**config.mk**
```make
export PLATFORM = sky130hd
export DESIGN_NAME = load_store_unit
export DESIGN_NICKNAME = d
export VERILOG_FILES = /design/src/rtl/load_store_unit.sv
export SDC_FILE = /design/constraint.sdc
export NUM_CORES = 1
export LEC_CHECK = 0
export BUFFER_PORTS_ARGS = -buffer_cell sky130_fd_sc_hd__buf_4
export CORE_ASPECT_RATIO = 0.7
export CORE_MARGIN = 2
export CORE_UTILIZATION = 45
export DETAILED_ROUTE_END_ITERATION = 12
export HOLD_SLACK_MARGIN = 0.03
export PLACE_DENSITY = 0.76
export SKIP_LAST_GASP = 1
export SLEW_MARGIN = 20
export SYNTH_ARGS = -nofsm -noshare
export SYNTH_HDL_FRONTEND = slang
export SYNTH_SLANG_ARGS = --single-unit
```
**constraint.sdc**
```tcl
create_clock -name clk -period 4.8 [get_ports clk]
set_input_delay 0.48 -clock clk [delete_from_list [all_inputs] [get_ports clk]]
set_output_delay 0.48 -clock clk [all_outputs]
set_load 0.05 [all_outputs]
```
**src/rtl/load_store_unit.sv**
```systemverilog
// load_store_unit
//   Memory stage behind the ALU. Accepts one LOAD or STORE at a time (the effective
//   address is already computed), runs a single req/ack bus transaction for it and
//   returns either a sign/zero-extended load value or a completion for the store.
//   Misaligned accesses, illegal funct3 codes and bus timeouts are reported as faults
//   with the done pulse.
//
// Ports
//   clk, reset            clock and synchronous active-high reset
//   en                    issue strobe, only looked at while idle
//   opcode, func          instruction opcode and funct3
//   addr, storeData       effective address and rs2 value for stores
//   busy                  high whenever an op is in flight
//   done                  one-cycle completion pulse, fault is valid with it
//   rwLsuEn               one-cycle writeback enable for successful loads
//   loadData              extended load result, held until the next successful load
//   fault                 00 ok, 01 misaligned, 10 illegal funct3, 11 bus timeout
//   memReq, memWe         bus request (held for the whole request phase), write flag
//   memAddr               word-aligned bus address
//   memWData, memWStrb    lane-replicated write data and byte enables (0 on reads)
//   memAck, memRData      bus completion and read data valid in the same cycle

module load_store_unit #(
    parameter int TIMEOUT_CYCLES = 16
) (
    input  logic        clk,
    input  logic        reset,
    input  logic        en,
    input  logic [6:0]  opcode,
    input  logic [2:0]  func,
    input  logic [31:0] addr,
    input  logic [31:0] storeData,
    output logic        busy,
    output logic        done,
    output logic        rwLsuEn,
    output logic [31:0] loadData,
    output logic [1:0]  fault,
    output logic        memReq,
    output logic        memWe,
    output logic [31:0] memAddr,
    output logic [31:0] memWData,
    output logic [3:0]  memWStrb,
    input  logic        memAck,
    input  logic [31:0] memRData
);

    localparam int CW = (TIMEOUT_CYCLES > 1) ? $clog2(TIMEOUT_CYCLES) : 1;

    typedef enum logic [1:0] {
        IDLE = 2'b00,
        REQ  = 2'b01,
        DONE = 2'b10
    } state_t;

    state_t        state;
    state_t        nextState;

    logic          isLoadOp;
    logic          isStoreOp;
    logic          issue;
    logic          legalFunc;
    logic          misaligned;
    logic [1:0]    issueFault;
    logic          timeoutHit;
    logic [CW-1:0] reqCount;

    logic          opIsLoad;
    logic [2:0]    opFunc;
    logic [1:0]    opLane;

    logic [31:0]   storeWData;
    logic [3:0]    storeStrb;
    logic [7:0]    laneByte;
    logic [15:0]   laneHalf;
    logic [31:0]   loadExt;

    logic          unusedOpcodeBits;

    // The low opcode bits are always 2'b11 for these instructions and carry no information.
    assign unusedOpcodeBits = &{1'b0, opcode[1:0]};

    assign isLoadOp  = (opcode[6:2] == 5'b00000);
    assign isStoreOp = (opcode[6:2] == 5'b01000);
    assign issue     = (state == IDLE) && en && (isLoadOp || isStoreOp);

    assign legalFunc  = isLoadOp ? (func inside {3'b000, 3'b001, 3'b010, 3'b100, 3'b101})
                                 : (func inside {3'b000, 3'b001, 3'b010});
    assign misaligned = ((func[1:0] == 2'b01) && addr[0]) ||
                        ((func[1:0] == 2'b10) && (addr[1:0] != 2'b00));

    // Illegal funct3 is reported ahead of misalignment.
    assign issueFault = !legalFunc ? 2'b10 : (misaligned ? 2'b01 : 2'b00);

    assign timeoutHit = (reqCount == CW'(TIMEOUT_CYCLES - 1));

    assign busy    = (state != IDLE);
    assign memReq  = (state == REQ);
    assign done    = (state == DONE);
    assign rwLsuEn = (state == DONE) && opIsLoad && (fault == 2'b00);

    always_ff @(posedge clk) begin
        if (reset) begin
            state <= IDLE;
        end else begin
            state <= nextState;
        end
    end

    // Faults detected at issue skip the bus entirely; an ack always beats the timeout.
    always_comb begin
        nextState = state;
        case (state)
            IDLE: begin
                if (issue) begin
                    nextState = (issueFault != 2'b00) ? DONE : REQ;
                end
            end
            REQ: begin
                if (memAck || timeoutHit) begin
                    nextState = DONE;
                end
            end
            DONE:    nextState = IDLE;
            default: nextState = IDLE;
        endcase
    end

    // Store lanes are encoded from the live inputs and latched at issue so the bus
    // side stays stable for the whole request phase.
    always_comb begin
        storeWData = storeData;
        storeStrb  = 4'b1111;
        case (func[1:0])
            2'b00: begin
                storeWData = {4{storeData[7:0]}};
                storeStrb  = 4'b0001 << addr[1:0];
            end
            2'b01: begin
                storeWData = {2{storeData[15:0]}};
                storeStrb  = addr[1] ? 4'b1100 : 4'b0011;
            end
            default: begin
                storeWData = storeData;
                storeStrb  = 4'b1111;
            end
        endcase
    end

    assign laneByte = memRData[{opLane, 3'b000} +: 8];
    assign laneHalf = memRData[{opLane[1], 4'b0000} +: 16];

    always_comb begin
        loadExt = memRData;
        case (opFunc)
            3'b000:  loadExt = {{24{laneByte[7]}}, laneByte};
            3'b001:  loadExt = {{16{laneHalf[15]}}, laneHalf};
            3'b100:  loadExt = {24'h000000, laneByte};
            3'b101:  loadExt = {16'h0000, laneHalf};
            default: loadExt = memRData;
        endcase
    end

    // Datapath registers; loadData only moves on an acked load, so it becomes visible
    // in the same cycle done rises.
    always_ff @(posedge clk) begin
        if (reset) begin
            opIsLoad <= 1'b0;
            opFunc   <= 3'b000;
            opLane   <= 2'b00;
            reqCount <= '0;
            fault    <= 2'b00;
            loadData <= 32'h0;
            memAddr  <= 32'h0;
            memWData <= 32'h0;
            memWStrb <= 4'b0000;
            memWe    <= 1'b0;
        end else begin
            case (state)
                IDLE: begin
                    if (issue) begin
                        opIsLoad <= isLoadOp;
                        opFunc   <= func;
                        opLane   <= addr[1:0];
                        reqCount <= '0;
                        fault    <= issueFault;
                        memAddr  <= {addr[31:2], 2'b00};
                        memWe    <= isStoreOp;
                        memWData <= isStoreOp ? storeWData : 32'h0;
                        memWStrb <= isStoreOp ? storeStrb : 4'b0000;
                    end
                end
                REQ: begin
                    reqCount <= reqCount + 1'b1;
                    if (memAck) begin
                        if (opIsLoad) begin
                            loadData <= loadExt;
                        end
                    end else if (timeoutHit) begin
                        fault <= 2'b11;
                    end
                end
                default: begin
                end
            endcase
        end
    end

endmodule

```
==> results of run 1 <==
==> cells in the final DEF (no fill, tap or decap), types with 3 or more instances in the layout <==
cell type	instances
buf_4	215
a2111oi_0	7
a22oi_1	7
nand3_1	29
nand2_1	135
clkinvlp_4	3
a22o_1	8
nor3_1	8
nor2_1	34
a211oi_1	16
clkbuf_16	17
a21oi_2	7
dfxtp_1	113
a21oi_1	88
mux2i_1	18
inv_6	3
nor2b_1	3
nor3b_1	10
bufinv_16	6
o21ai_0	14
clkinv_4	3
mux2_2	23
o2111ai_1	8
a211oi_2	3
==> report_power, final <==
group | internal [W] | leakage, nW | total [W] | switching (W)
logic | 0.000101 | 1.75 | 0.000220 | 0.000119
registers | 0.000945 | 0.911 | 0.000951 | 0.00000523
clock network | 0.000980 | 0.321 | 0.00144 | 0.000465
==> cells in the mapped netlist (all sizes together), types with 2 or more instances <==
master / n / area [um2]
a22o: 8 / 70.1
mux2: 24 / 270
inv: 2 / 7.51
nor2b: 3 / 18.8
nand2: 136 / 510
buf: 26 / 164
nand2b: 3 / 21.3
o2111ai: 8 / 70.1
nor3: 8 / 40.0
or2: 4 / 25.0
a22oi: 7 / 52.6
dfxtp: 113 / 2260
clkbuf: 30 / 113
mux2i: 18 / 180
and3: 3 / 18.8
nand3: 30 / 155
a211oi: 19 / 158
and2: 2 / 12.5
a21oi: 96 / 518
a2111oi: 7 / 61.3
clkinv: 3 / 12.5
nor3b: 11 / 87.6
o21ai: 14 / 70.1
nor2: 34 / 128
==> cells by family after synthesis <==
kind of cell	count (synthesis)
compound gates	170
xor+xnor	1
fa+ha+maj	1
buf+inv	61
flops	113
mux	43
other cells	1
simple gates	236
==> worst max-delay path: stages, from the launching register on <==
cell and delay [ns]:
dfxtp_1 0.78, clkinv_1 0.51, nor3_1 0.43, o41ai_2 0.22, a2111oi_0 0.38
==> metal layers <==
metal	vias up	track usage (%)
met5	-	0
met4	0	8.78
met2	202	43.5
met3	26	9.06
met1	2532	32.1
li1	2553	-
==> sequential cells by signal, summed over array words and instances, names as in the netlist, 3 cells and up <==
signal,count
loadData,32
memWStrb,4
memAddr,30
memWData,32
reqCount,4
opFunc,3
==> metrics by stage <==
stage / std cells / hold slack [ns]
CTS: 971 / 0.307
global route: 972 / 0.308
global placement: 939 / 0.439
detailed placement: 939 / 0.446
floorplan: 627 / 0.460
finish: 972 / 0.320
==> path summary, 6_finish.rpt <==
path	end	slack, ns
worst min register to register	memWData[24]$_SDFFE_PP0P_	0.45
worst min-delay path	memAddr[4]$_SDFFE_PP0P_	0.32
worst max register to register	loadData[14]$_SDFFE_PP0P_	2.34
worst max-delay path	loadData[14]$_SDFFE_PP0P_	2.34
==> layout make-up <==
type	instances	area (um2)
timing repair buffer	216	1630
tap	153	191
inverter	5	20.0
clock inverter	15	255
fill	940	3700
sequential	113	2260
multi-input combinational	453	2650
clock buffer	17	425
==> results.sh, run 1 <==
export IMPL_peakVddDrop_mv=0.250
export IMPL_path_class="reg2reg"
export IMPL_fin_crit_sh_pct=51.3
export IMPL_gp_congestion=0.838
export IMPL_yosys_cell_types_count=54
export IMPL_hold_viol_final=0
export IMPL_syn_cell_area_um2=5190
export IMPL_grt_antenna_before_repair=0
export IMPL_total_power_w=0.00262
export IMPL_fin_ws_ns=2.34
export IMPL_drtIter0Drc=418
export IMPL_wirelength_met1_um=7000
export IMPL_crit_path_end_kind="register"
export IMPL_finClkSkew_ns=0.00791
export IMPL_clk_pin_slew_ns=0.05
export IMPL_hold_path_depth=3
export IMPL_drive_above_1_share_pct=35.9
export IMPL_wl_met3_um=1340
export IMPL_holdCritStartpoint="addr[4]"
export IMPL_dieArea_um2=12400
export IMPL_clock_latency_ns=0.41
export IMPL_cp_startpoint="opLane[1]$_SDFFE_PP0P_"
export IMPL_die_y_um=93.9
export IMPL_synthCells=626
export IMPL_syn_avg_cell_area_um2=8.30
export IMPL_top_layer="met4"
export IMPL_fmax_ghz=0.406
export IMPL_ys_seq_area_share_pct=43.5
export IMPL_drc_errors=0
export IMPL_hp_class="in2reg"
export IMPL_synth_compound_area_share_pct=21.2
export IMPL_ys_async_sr_fraction_pct=0
export IMPL_slew_viol_final=0
export IMPL_tns_ns=0
export IMPL_met2_length_um=7800
export IMPL_synth_edf_count=0
export IMPL_die_x_um=132
export IMPL_grt_max_degree=98
export IMPL_worst_pin_slew_ns=1.08
export IMPL_grt_usage_pct=26.2
export IMPL_slew_headroom_pct=27.8
export IMPL_first_global_vias=5292
export IMPL_cts_max_level=4
export IMPL_leakagePower_nw=2.98
export IMPL_powerDensity_nw_per_um2=352
export IMPL_crit_required_ns=5.07
export IMPL_postRouteAntennaNets=0
export IMPL_r2r_cells=4
export IMPL_status="finished clean"
export IMPL_antenna_cells=0
export IMPL_cts_hold_buf=0
export IMPL_vias=5313
export IMPL_cp_start_kind="register"
export IMPL_path_max_fanout=14
export IMPL_core_area_um2=11100
export IMPL_grt_overflow_total=0
export IMPL_ys_dominant_reg_cell="dfxtp_1"
export IMPL_period_minus_slack_ns=2.46
export IMPL_place_area_um2=6730
export IMPL_routedWlPerCell_um=16.9
export IMPL_routed_wl_um=16400
export IMPL_rows=32
export IMPL_dpl_hpwl_um=11200
export IMPL_numCtsBuffers=17
export IMPL_muxShareOfSynthArea_pct=9.10
export IMPL_syn_to_final_growth_pct=43.1
export IMPL_cts_resized=0
export IMPL_viasPerCell=5.47
export IMPL_clock_sinks=113
export IMPL_synth_xor_area_share_pct=0.169
export IMPL_drt_first_pass_iters=5
export IMPL_rsz0062_at_grt="no"
export IMPL_ios=217
export IMPL_rr_startpoint="opLane[1]$_SDFFE_PP0P_"
export IMPL_clockRootBuffer="clkbuf_16"
export IMPL_postCtsSetupBuffers=0
export IMPL_clock_path_buffers=2
export IMPL_synthAdderAreaFrac_pct=0.241
export IMPL_synth_top_family_by_area="compound AO/OA/AOI/OAI gates"
export IMPL_setup_violations_final=0
export IMPL_yosys_warnings=0
export IMPL_preCtsSetupSlack_ns=1.93
export IMPL_drv_cap=0
export IMPL_final_util_pct=66.8
export IMPL_layout_nets=917
export IMPL_initial_core_util_pct=46.7
export IMPL_tritoncts="built"
export IMPL_io_buffers=212
export IMPL_synth_simple_gate_area_share_pct=20.0
export IMPL_postLayoutCellArea_um2=7430
export IMPL_arrival_ns=2.73
export IMPL_grt_pass1_wl_um=26300
export IMPL_synth_seq_cells=113
Power figures use the tool's default switching activity.
==> inputs of run 2 (changes only) <==
==> constraint.sdc (replaced) <==
create_clock -name clk -period 2.4 [get_ports clk]
set_input_delay 0.24 -clock clk [delete_from_list [all_inputs] [get_ports clk]]
set_output_delay 0.24 -clock clk [all_outputs]
set_load 0.05 [all_outputs]
==> run 2 against run 1 <==
Global-route usage decreased by 0.46 points; first-iteration DRC count decreased by 6.0%; critical path depth decreased by 1; via count increased by 1.1%; sequential power grew 100%; power grew 93%; cell area increased by 0.52%; register-to-register slack lost 2.0 ns; utilization rose by 0.35 points; clock skew barely moved.
==> results.sh, run 2 (synthesis gave the netlist of run 1 again) <==
export IMPL_drtIter0Drc=393
export IMPL_total_power_w=0.00504
export IMPL_peakVddDrop_mv=0.466
export IMPL_period_minus_slack_ns=2.06
export IMPL_crit_path_end_kind="register"
export IMPL_die_y_um=93.9
export IMPL_p_seq_share_pct=37.7
export IMPL_switching_share_pct=23.7
export IMPL_placed_cells=950
export IMPL_drc_errors=0
export IMPL_p_int_w=0.00385
export IMPL_r2r_cells=3
export IMPL_postCtsSetupBuffers=0
export IMPL_arrival_ns=2.31
export IMPL_postRouteAntennaNets=0
export IMPL_core_area_um2=11100
export IMPL_final_cell_mix="buf_4, nand2_1, dfxtp_1, a21oi_1, nor2_1"
export IMPL_power_switching_w=0.00119
export IMPL_grt_overflow_total=0
export IMPL_routed_wl_um=16200
export IMPL_dpl_hpwl_um=11600
export IMPL_cp_start_kind="register"
export IMPL_gp_congestion=0.902
export IMPL_drv_cap=0
export IMPL_leakagePower_nw=3.03
export IMPL_nFillCells=939
export IMPL_p_comb_share_pct=8.8
export IMPL_drive_above_1_share_pct=36.6
export IMPL_status="finished clean"
export IMPL_hold_path_depth=3
export IMPL_reg_top3="loadData x32, memWData x32, memAddr x30"
export IMPL_hold_viol_final=0
export IMPL_tns_ns=0
export IMPL_routedWlPerCell_um=16.5
export IMPL_antenna_cells=0
export IMPL_syn_to_final_growth_pct=43.8
export IMPL_fin_crit_sh_pct=85.7
export IMPL_ios=217
export IMPL_vias=5372
export IMPL_grt_pass1_wl_um=25800
export IMPL_grt_antenna_before_repair=0
export IMPL_p_clk_share_pct=53.4
export IMPL_slowest_delay_ns=0.60
export IMPL_crit_path_cell_trace="mux4_2, a21oi_4, a211oi_1"
export IMPL_first_global_vias=5076
export IMPL_finClkSkew_ns=0.00785
export IMPL_clockRootBuffer="clkbuf_16"
export IMPL_grt_usage_pct=25.8
export IMPL_crit_end="loadData[24]$_SDFFE_PP0P_"
export IMPL_r2r_end="loadData[24]$_SDFFE_PP0P_"
export IMPL_clock_path_buffers=2
export IMPL_worst_pin_slew_ns=0.806
export IMPL_viasPerCell=5.47
export IMPL_cts_resized=0
export IMPL_clock_latency_ns=0.41
export IMPL_numCtsBuffers=17
export IMPL_io_buffers=212
export IMPL_path_max_fanout=16
export IMPL_cp_startpoint="opLane[1]$_SDFFE_PP0P_"
export IMPL_die_x_um=132
export IMPL_tritoncts="built"
export IMPL_whs_ns=0.0746
export IMPL_final_common_cell="buf_4"
export IMPL_clk_pin_slew_ns=0.06
export IMPL_path_class="reg2reg"
export IMPL_powerDensity_nw_per_um2=675
export IMPL_slew_headroom_pct=46.1
export IMPL_rows=32
export IMPL_clock_sinks=113
export IMPL_crit_required_ns=2.65
export IMPL_fmax_ghz=0.486
export IMPL_cts_max_level=4
export IMPL_setup_violations_final=0
export IMPL_rr_startpoint="opLane[1]$_SDFFE_PP0P_"
export IMPL_fin_cells=982
export IMPL_rsz0062_at_grt="no"
export IMPL_drt_first_pass_iters=5
export IMPL_grt_max_degree=56
export IMPL_crit_slowest_cell="mux4_2"
export IMPL_reg2reg_setup_slack_ns=0.34
export IMPL_initial_core_util_pct=46.7
export IMPL_layout_nets=927
export IMPL_hp_class="in2reg"
export IMPL_cts_hold_buf=0
export IMPL_slew_viol_final=0
export IMPL_dieArea_um2=12400
run 2: cell count changes in the layout (fill, tap and decap cells not counted), sizes merged:
cell | before | now
clkinvlp | 3 | 1
bufinv | 6 | 4
buf | 216 | 226
clkinv | 6 | 10
run 2: layer usage:
metal	up-vias	GRT usage, %	wire (um)
met4	0	8.15	252
li1	2572	-	-
met1	2540	32.6	6880
met3	31	9.65	1440
met5	-	0	0
met2	229	41.0	7620
run 2: critical path: cells and delay by family (launching register included):
| family | cells | cell delay [ns] |
|---|---|---|
| AOI/OAI and AO/OA | 2 | 0.74 |
| DFF | 1 | 0.57 |
| muxes | 1 | 0.60 |
run 2: worst min-delay path by stage:
stage | start | end | slack (ns)
after global placement | memWData[5]$_SDFFE_PP0P_ | memWData[5]$_SDFFE_PP0P_ | 0.44
after detailed placement | memWData[28]$_SDFFE_PP0P_ | memWData[28]$_SDFFE_PP0P_ | 0.45
after global routing | addr[11] | memAddr[11]$_SDFFE_PP0P_ | 0.06
after floorplan | func[2] | opFunc[2]$_SDFFE_PP0P_ | 0.38
after CTS | addr[11] | memAddr[11]$_SDFFE_PP0P_ | 0.06
final | addr[11] | memAddr[11]$_SDFFE_PP0P_ | 0.07
run 2: final cells by class:
class / count / area [um2] / share of cell area (%)
Inverter: 5 / 20.0 / 0.268
Tap cell: 153 / 191 / 2.56
Clock buffer: 17 / 425 / 5.69
Multi-Input combinational cell: 453 / 2640 / 35.4
Sequential cell: 113 / 2260 / 30.3
Clock inverter: 15 / 208 / 2.78
Timing Repair Buffer: 226 / 1720 / 23.0
run 2: power by group through the flow:
stage	clock network [W]	registers [W]	logic, W
global route	0.00284	0.00190	0.000476
finish	0.00269	0.00190	0.000445
global placement	0	0.00194	0.000432
detailed placement	0	0.00194	0.000440
CTS	0.00273	0.00190	0.000442
floorplan	0	0.00198	0.000180
run 2: through the flow:
stage / area [um2] / utilization (%) / setup WS (ns)
4_1_cts: 7470 / 67.1 / 0.361
3_3_place_gp: 6840 / 61.4 / 0.448
2_1_floorplan: 5200 / - / 0.473
5_1_grt: 7470 / 67.1 / 0.194
6_report: 7470 / 67.1 / 0.343
3_5_place_dp: 6840 / 61.4 / 0.365
==> inputs of run 3 (changes only) <==
==> constraint.sdc (replaced) <==
create_clock -name clk -period 2 [get_ports clk]
set_input_delay 0.2 -clock clk [delete_from_list [all_inputs] [get_ports clk]]
set_output_delay 0.2 -clock clk [all_outputs]
set_load 0.05 [all_outputs]
==> run 3 against run 2 <==
Register-to-register slack lost 0.08 ns; worst hold slack lost 0.032 ns; sequential share of layout area shrank 0.13 points; wire length is essentially flat; global-route usage shrank 0.24 points; non-clock buffer count grew 7; first-iteration DRC count grew 7.4%; via count shrank 0.37%; maximum frequency grew 18%; critical path depth grew 2; critical endpoint is now loadData[9]$_SDFFE_PP0P_; largest cell class unchanged.
==> results.sh, run 3 (synthesis gave the netlist of run 1 again) <==
export IMPL_path_max_fanout=9
export IMPL_holdPathEnd="memAddr[6]$_SDFFE_PP0P_"
export IMPL_die_x_um=132
export IMPL_r2r_end="loadData[9]$_SDFFE_PP0P_"
export IMPL_rows=32
export IMPL_tns_ns=0
export IMPL_clock_sinks=113
export IMPL_reg_top3="loadData x32, memWData x32, memAddr x30"
export IMPL_numCtsBuffers=17
export IMPL_grt_overflow_total=0
export IMPL_cts_max_level=4
export IMPL_crit_path_cell_trace="clkinv_1, nor3_1, o41ai_2, buf_4, a2111oi_0"
export IMPL_met2_length_um=7640
export IMPL_postCtsSetupBuffers=0
export IMPL_grt_usage_pct=25.5
export IMPL_drt_first_pass_iters=5
export IMPL_status="finished clean"
export IMPL_cp_start_kind="register"
export IMPL_slew_headroom_pct=60.7
export IMPL_crit_slowest_cell="dfxtp_1"
export IMPL_rsz0062_at_grt="no"
export IMPL_final_common_cell="buf_4"
export IMPL_cts_hold_buf=0
export IMPL_first_global_vias=5115
export IMPL_drv_cap=0
export IMPL_dieArea_um2=12400
export IMPL_core_area_um2=11100
export IMPL_crit_path_end_kind="register"
export IMPL_multi_input_area_um2=2650
export IMPL_p_clk_share_pct=51.9
export IMPL_hold_path_depth=3
export IMPL_gp_congestion=0.914
export IMPL_slowest_delay_ns=0.57
export IMPL_vias=5352
export IMPL_path_class="reg2reg"
export IMPL_rr_startpoint="opLane[1]$_SDFFE_PP0P_"
export IMPL_r2r_cells=5
export IMPL_arrival_ns=2.02
export IMPL_holdCritStartpoint="addr[6]"
export IMPL_clockRootBuffer="clkbuf_16"
export IMPL_switching_share_pct=22.8
export IMPL_reg2reg_setup_slack_ns=0.26
export IMPL_crit_required_ns=2.28
export IMPL_final_cell_mix="buf_4, nand2_1, dfxtp_1, a21oi_1, nor2_1"
export IMPL_slew_viol_final=0
export IMPL_viasPerCell=5.42
export IMPL_grt_antenna_before_repair=0
export IMPL_cts_resized=0
export IMPL_postRouteAntennaNets=0
export IMPL_nFillCells=925
export IMPL_power_switching_w=0.00134
export IMPL_powerDensity_nw_per_um2=782
export IMPL_clock_latency_ns=0.40
export IMPL_hp_class="in2reg"
export IMPL_fin_cells=988
export IMPL_clock_path_buffers=2
export IMPL_p_comb_share_pct=9.2
export IMPL_routed_wl_um=16200
export IMPL_seq_area_um2=2260
export IMPL_peakVddDrop_mv=0.633
export IMPL_routedWlPerCell_um=16.4
export IMPL_tritoncts="built"
export IMPL_finClkSkew_ns=0.00744
export IMPL_wirelength_met1_um=6940
export IMPL_period_minus_slack_ns=1.74
export IMPL_setup_violations_final=0
export IMPL_fin_crit_sh_pct=87.0
export IMPL_dpl_hpwl_um=11600
export IMPL_p_seq_share_pct=38.9
export IMPL_syn_to_final_growth_pct=44.4
export IMPL_initial_core_util_pct=46.7
export IMPL_drc_errors=0
export IMPL_grt_max_degree=79
export IMPL_grt_pass1_wl_um=25500
export IMPL_die_y_um=93.9
export IMPL_critPathTopFamily="flip-flops"
export IMPL_top_layer="met4"
export IMPL_wl_met3_um=1420
export IMPL_antenna_cells=0
export IMPL_placed_cells=957
export IMPL_p_int_w=0.00453
export IMPL_layout_nets=934
export IMPL_worst_path_buf_inv=2
export IMPL_drtIter0Drc=422
export IMPL_drive_above_1_share_pct=37.0
export IMPL_crit_cells=5
export IMPL_io_buffers=212
export IMPL_leakagePower_nw=3.04
export IMPL_ios=217
export IMPL_fmax_ghz=0.575
export IMPL_clk_pin_slew_ns=0.06
export IMPL_worst_pin_slew_ns=0.590
export IMPL_hold_viol_final=0
==> run 3: area by class of cell <==
| class | count | share of cell area, % |
|---|---|---|
| Clock buffer | 20 | 6.09 |
| Clock inverter | 11 | 1.83 |
| Inverter | 5 | 0.267 |
| Multi-Input combinational cell | 453 | 35.3 |
| Sequential cell | 113 | 30.1 |
| Tap cell | 153 | 2.55 |
| Timing Repair Buffer | 233 | 23.8 |
==> run 3: worst max-delay path by stage <==
stage | start | endpoint | slack [ns]
after detailed placement | state[1]$_SDFFE_PP0P_ | loadData[8]$_SDFFE_PP0P_ | 0.06
after CTS | state[1]$_SDFFE_PP0P_ | loadData[14]$_SDFFE_PP0P_ | 0.03
after floorplan | state[1]$_SDFFE_PP0P_ | rwLsuEn | 0.11
after global routing | opLane[1]$_SDFFE_PP0P_ | loadData[12]$_SDFFE_PP0P_ | 0.1
after global placement | state[1]$_SDFFE_PP0P_ | loadData[13]$_SDFFE_PP0P_ | 0.17
final | opLane[1]$_SDFFE_PP0P_ | loadData[9]$_SDFFE_PP0P_ | 0.26
==> run 3: through the flow <==
step / util, % / cell area (um2) / total power [W] / hold WS (ns) / setup WS [ns]
final: 67.4 / 7500 / 0.00586 / 0.0421 / 0.260
after floorplan: - / 5200 / 0.00259 / 0.336 / 0.113
after CTS: 67.4 / 7500 / 0.00590 / 0.0340 / 0.0331
after global placement: 62.0 / 6900 / 0.00285 / 0.439 / 0.172
after detailed placement: 62.0 / 6900 / 0.00286 / 0.444 / 0.0642
after global routing: 67.4 / 7500 / 0.00604 / 0.0307 / 0.0999
==> run 3: per-layer routing <==
metal	track usage (%)	vias to the layer above
met5	0	-
li1	-	2588
met2	42.4	224
met4	7.62	0
met3	9.22	20
met1	31.3	2520
==> run 3: power groups by stage <==
stage | clock network, W | registers [W] | logic (W)
6_report | 0.00304 | 0.00228 | 0.000539
5_1_grt | 0.00318 | 0.00228 | 0.000576
4_1_cts | 0.00308 | 0.00228 | 0.000536
3_5_place_dp | 0 | 0.00233 | 0.000532
3_3_place_gp | 0 | 0.00233 | 0.000526
2_1_floorplan | 0 | 0.00238 | 0.000216
==> run 3: tightest hold or removal path: stages <==
cell and delay [ns]:
buf_4 0.11, nand2_1 0.04, a21oi_1 0.05
